--- src/rtl/if_fetch_buffer.sv ---
// if_fetch_buffer: mips32 instruction-fetch stage with a small {pc, inst} FIFO towards decode.
//
// Owns the PC and drives the instruction ROM (chip enable + byte address),
// capturing each fetched {pc, inst} pair into a DEPTH-entry FIFO that feeds
// decode through a valid/ready handshake. A redirect from decode flushes the
// FIFO and reloads the PC with the word-aligned target.
//
// Ports:
//   clk, rst                 clock; asynchronous active-high reset
//   rom_ce_o, rom_addr_o     ROM chip enable and byte address (= pc)
//   rom_data_i               combinational ROM read data
//   branch_flag_i            redirect request from decode
//   branch_target_i          redirect address (low two bits ignored)
//   id_ready_i               decode accepts the head entry
//   id_valid_o               head entry valid
//   id_pc_o, id_inst_o       head entry contents (0 when empty)
//
// Optional build macro FETCH_STATS_EN adds fetch_cnt_o, stall_cnt_o and
// flush_cnt_o free-running 32-bit event counters.
module if_fetch_buffer #(
    parameter int              PC_W     = 32,
    parameter int              INST_W   = 32,
    parameter int              DEPTH    = 4,
    parameter logic [PC_W-1:0] RESET_PC = '0
) (
    input  logic              clk,
    input  logic              rst,
    output logic              rom_ce_o,
    output logic [PC_W-1:0]   rom_addr_o,
    input  logic [INST_W-1:0] rom_data_i,
    input  logic              branch_flag_i,
    input  logic [PC_W-1:0]   branch_target_i,
    input  logic              id_ready_i,
    output logic              id_valid_o,
    output logic [PC_W-1:0]   id_pc_o,
    output logic [INST_W-1:0] id_inst_o
`ifdef FETCH_STATS_EN
    ,
    output logic [31:0]       fetch_cnt_o,
    output logic [31:0]       stall_cnt_o,
    output logic [31:0]       flush_cnt_o
`endif
);
    localparam int         AW   = (DEPTH > 1) ? $clog2(DEPTH) : 1;
    localparam logic [AW:0] FULL = (AW+1)'(DEPTH);

    logic [PC_W-1:0]   pc;
    logic              run;
    logic [AW:0]       count;
    logic [AW-1:0]     rd_ptr;
    logic [AW-1:0]     wr_ptr;
    logic [PC_W-1:0]   pc_mem   [DEPTH];
    logic [INST_W-1:0] inst_mem [DEPTH];
    logic              pop;
    logic              fetch;

    // A full FIFO may still fetch when the head leaves in the same cycle.
    always_comb begin
        pop   = id_valid_o & id_ready_i & ~branch_flag_i;
        fetch = run & ~branch_flag_i & ((count != FULL) | pop);
    end

    assign rom_ce_o   = fetch;
    assign rom_addr_o = pc;
    assign id_valid_o = count != '0;
    assign id_pc_o    = id_valid_o ? pc_mem[rd_ptr] : '0;
    assign id_inst_o  = id_valid_o ? inst_mem[rd_ptr] : '0;

    // run holds fetch off for the first cycle after reset release.
    always_ff @(posedge clk or posedge rst) begin
        if (rst) begin
            pc     <= RESET_PC;
            run    <= 1'b0;
            count  <= '0;
            rd_ptr <= '0;
            wr_ptr <= '0;
        end else if (branch_flag_i) begin
            pc     <= {branch_target_i[PC_W-1:2], 2'b00};
            run    <= 1'b1;
            count  <= '0;
            rd_ptr <= '0;
            wr_ptr <= '0;
        end else begin
            run    <= 1'b1;
            pc     <= fetch ? pc + PC_W'(4) : pc;
            wr_ptr <= fetch ? wr_ptr + 1'b1 : wr_ptr;
            rd_ptr <= pop ? rd_ptr + 1'b1 : rd_ptr;
            count  <= count + (AW+1)'(fetch) - (AW+1)'(pop);
        end
    end

    // Storage needs no reset: entries are only observed while counted valid.
    always_ff @(posedge clk) begin
        if (fetch) begin
            pc_mem[wr_ptr]   <= pc;
            inst_mem[wr_ptr] <= rom_data_i;
        end
    end

`ifdef FETCH_STATS_EN
    logic stall;
    assign stall = run & ~branch_flag_i & (count == FULL) & ~pop;

    always_ff @(posedge clk or posedge rst) begin
        if (rst) begin
            fetch_cnt_o <= '0;
            stall_cnt_o <= '0;
            flush_cnt_o <= '0;
        end else begin
            fetch_cnt_o <= fetch_cnt_o + 32'(fetch);
            stall_cnt_o <= stall_cnt_o + 32'(stall);
            flush_cnt_o <= flush_cnt_o + 32'(branch_flag_i);
        end
    end
`endif
endmodule

--- config.mk ---
export PLATFORM = sky130hd
export DESIGN_NAME = if_fetch_buffer
export DESIGN_NICKNAME = d
export VERILOG_FILES = /design/src/rtl/if_fetch_buffer.sv
export SDC_FILE = /design/constraint.sdc
export NUM_CORES = 1
export LEC_CHECK = 0
export ABC_AREA = 1
export ABC_CLOCK_PERIOD_IN_PS = 5800
export CORE_ASPECT_RATIO = 1.25
export CORE_UTILIZATION = 35
export CTS_CLUSTER_SIZE = 30
export DETAILED_ROUTE_END_ITERATION = 8
export GPL_TIMING_DRIVEN = 0
export PLACE_DENSITY = 0.62
export SLEW_MARGIN = 30
export SYNTH_ARGS = -nofsm -noshare
export SYNTH_HDL_FRONTEND = slang
export SYNTH_SLANG_ARGS = --single-unit
--- constraint.sdc ---
create_clock -name clk -period 5.8 [get_ports clk]
set_clock_uncertainty 0.2 [all_clocks]
set_input_delay 1.45 -clock clk [delete_from_list [all_inputs] [get_ports clk]]
set_output_delay 1.45 -clock clk [all_outputs]
set_load 0.005 [all_outputs]
==> results.toml <==
[run_status]
status = "complete, no violations"

[clocking]
clock_latency_ps = 550
numCtsBuffers = 28
root_buffer = "clkbuf_16"
postCtsHoldBufs = 0
cts_buffer_depth = 3
cts_max_level = 1
cts_tree = "yes"
cts.repair.resized = 0
cts_setup_buffers = 0
clkTransAtPathRegs_ps = 70
clock-sinks = 286

[timing]
rsz0062_at_grt = "no"
period_needed_ps = 5050
tightest_slew_ps = 696
slew_headroom = 0.535
hold_viol = 0
slew_viol_final = 0
fmax_mhz = 198
post-route-period-util = 0.871
finalSetupViolations = 0

[routing]
vias = 8791
avgViaCountPerCell = 4.81
antenna_left = 0
drtIter0Drc = 599
wl_per_cell_um = 17.7
totalWireLength_mm = 32.4
drc_errors = 0
dr.pass1.iters = 5

[place]
place.port_buffers = 158
dp_hpwl_mm = 21.8
gp_congestion = 0.803
dpl_cell_area_mm2 = 0.0149

[worst_setup_path]
cp_data_required_time_ps = 4150
r2r-start = "count[1]"
r2r_slack_ps = 3000
r2r-end = "count[2]"
arrival_ps = 3400
worst_r2r_path_depth = 11
crit_path_end_kind = "primary output"
cp-endpoint = "rom_ce_o"
critical_path.max_fanout = 11
startpoint = "id_ready_i"
critPathKind = "in -> out"
cp-start-kind = "input pin"

[global_routing]
gr-usage-all-layers = 0.182
antenna_found_initial = 0
grt_pass1_vias = 8554
grt_max_degree = 29
grt_overflow = 0
grt_pass1_wl_mm = 49.4

[yosys]
yosysWarnings = 0
seq_area_frac_synth = 0.682
synthAdderAreaFrac = 0.00874
synth-seq-cells = 286
yosys-mux-area-fraction = 0
synth_top_area_share = 0.605
synth.most_common_cell = "nor2_1"
ys_top_cells_by_area = "edfxtp_1 60%, nor2_1 8.8%, dfrtp_1 7.7%"
avgSynthCellArea_um2 = 10.8
syn-cell-area_mm2 = 0.0123
synth_common_cells = "288 x nor2_1, 248 x edfxtp_1, 135 x o21ai_0"
synth_top_family_by_area = "simple AND/OR/NAND/NOR gates"
synth_edf_count = 248
synthDistinctLibCells = 33
synth-async-reset-ratio = 0.133
synth_top_area_cell = "edfxtp_1"
synthSimpleGateAreaFrac = 0.171
synth_xor_area_frac = 0.00569
synth_ff_type = "edfxtp_1"
synth_compound_area_frac = 0.0899
synth_cells = 1137

[floorplan]
dieArea_mm2 = 0.0359
die_y_um = 212
die_w_um = 170
io_pins = 166
start_util = 0.357
core-area_mm2 = 0.0345
rows = 76

[power]
powerDensity_mw_per_mm2 = 378
design_power_total_mw = 5.99
vdd_ir_drop_max_mv = 0.194
p_leak_nw = 5.66

[cells_and_area]
multi_input_area_mm2 = 0.00344
seq_area_mm2 = 0.00840
design_area_mm2 = 0.0158
area_growth_pct = 28.5
diodes = 0
layout.nets = 1418
drive_above_1_share = 0.0845
fillCellCount = 3118

[flow_run]
drv_cap = 0

[worst_hold_path]
hold_path_class = "reg -> reg"
worst min-delay path by stage:
| stage | startpoint | end | slack [ps] | cells after the start |
|---|---|---|---|---|
| after floorplan | rom_addr_o[31] | pc_mem[0][31] | 340 | 0 |
| final | wr_ptr[1] | wr_ptr[1] | 440 | 2 |
| after global placement | wr_ptr[0] | wr_ptr[0] | 410 | 3 |
| after CTS | wr_ptr[1] | wr_ptr[1] | 440 | 2 |
| after global routing | wr_ptr[0] | wr_ptr[0] | 490 | 3 |
| after detailed placement | wr_ptr[1] | wr_ptr[1] | 420 | 2 |
power breakdown:
group	switching [mW]	leakage (nW)	total [mW]	internal [mW]
sequential	0.120	2.73	2.50	2.38
clock	0.747	0.449	1.88	1.13
combinational	0.880	2.48	1.62	0.735
total	1.75	5.66	5.99	4.24
critical path, stage by stage:
cell and delay [ps]:
clkdlybuf4s50_1 510, inv_1 80, nand3_2 130, nand3_2 300, inv_2 150, buf_4 230, clkdlybuf4s50_1 540
registers in the layout (all words and copies together) (netlist names):
signal      cells
count           3
inst_mem      128
pc_mem        120
rd_ptr          2
rom_addr_o     30
run             1
wr_ptr          2
area by class of cell:
| class | instances | share of cell area |
|---|---|---|
| Sequential cell | 286 | 0.531 |
| Multi-Input combinational cell | 741 | 0.217 |
| Timing Repair Buffer | 172 | 0.123 |
| Clock buffer | 35 | 0.0473 |
| Tap cell | 468 | 0.0370 |
| Buffer | 61 | 0.0202 |
| Inverter | 52 | 0.0124 |
| Clock inverter | 14 | 0.0122 |
per-layer routing:
metal / track usage / vias up / wire length (um)
met3: 0.0176 / 48 / 1380
li1: - / 4297 / -
met4: 0.0668 / 0 / 851
met1: 0.241 / 4192 / 14100
met2: 0.310 / 254 / 16100
met5: 0 / - / 0
stage by stage:
step / setup TNS, ps / setup WS, ps / instances / util / hold WS (ps)
floorplan: 0 / 693 / 1140 / - / 339
global placement: -516020 / -2100 / 1766 / 0.420 / 411
detailed placement: 0 / 736 / 1780 / 0.431 / 424
CTS: 0 / 725 / 1829 / 0.459 / 437
global route: 0 / 677 / 1829 / 0.459 / 486
finish: 0 / 748 / 1829 / 0.459 / 439
cell families (layout without fill, tap and decap cells):
kind of cell | after synthesis | count (layout)
other | 2 | 5
and+or+nand+nor | 505 | 505
AOI/OAI and AO/OA | 215 | 215
DFF | 286 | 286
adders and majority gates | 8 | 8
xor gates and xnor gates | 8 | 8
buffers and inverters | 113 | 334
layout by cell type, fill, tap and decap left out, types with 29 or more instances in the layout:
cell,Yosys,layout
edfxtp_1,248,248
a21oi_1,63,63
nand2_1,129,129
clkbuf_1,24,30
nor2_1,288,284
clkbuf_16,0,29
o21ai_0,135,135
dfrtp_1,38,38
inv_1,49,48
clkdlybuf4s50_1,0,158
nand3_1,61,61
Note: power is estimated with default switching activity, not from simulation.
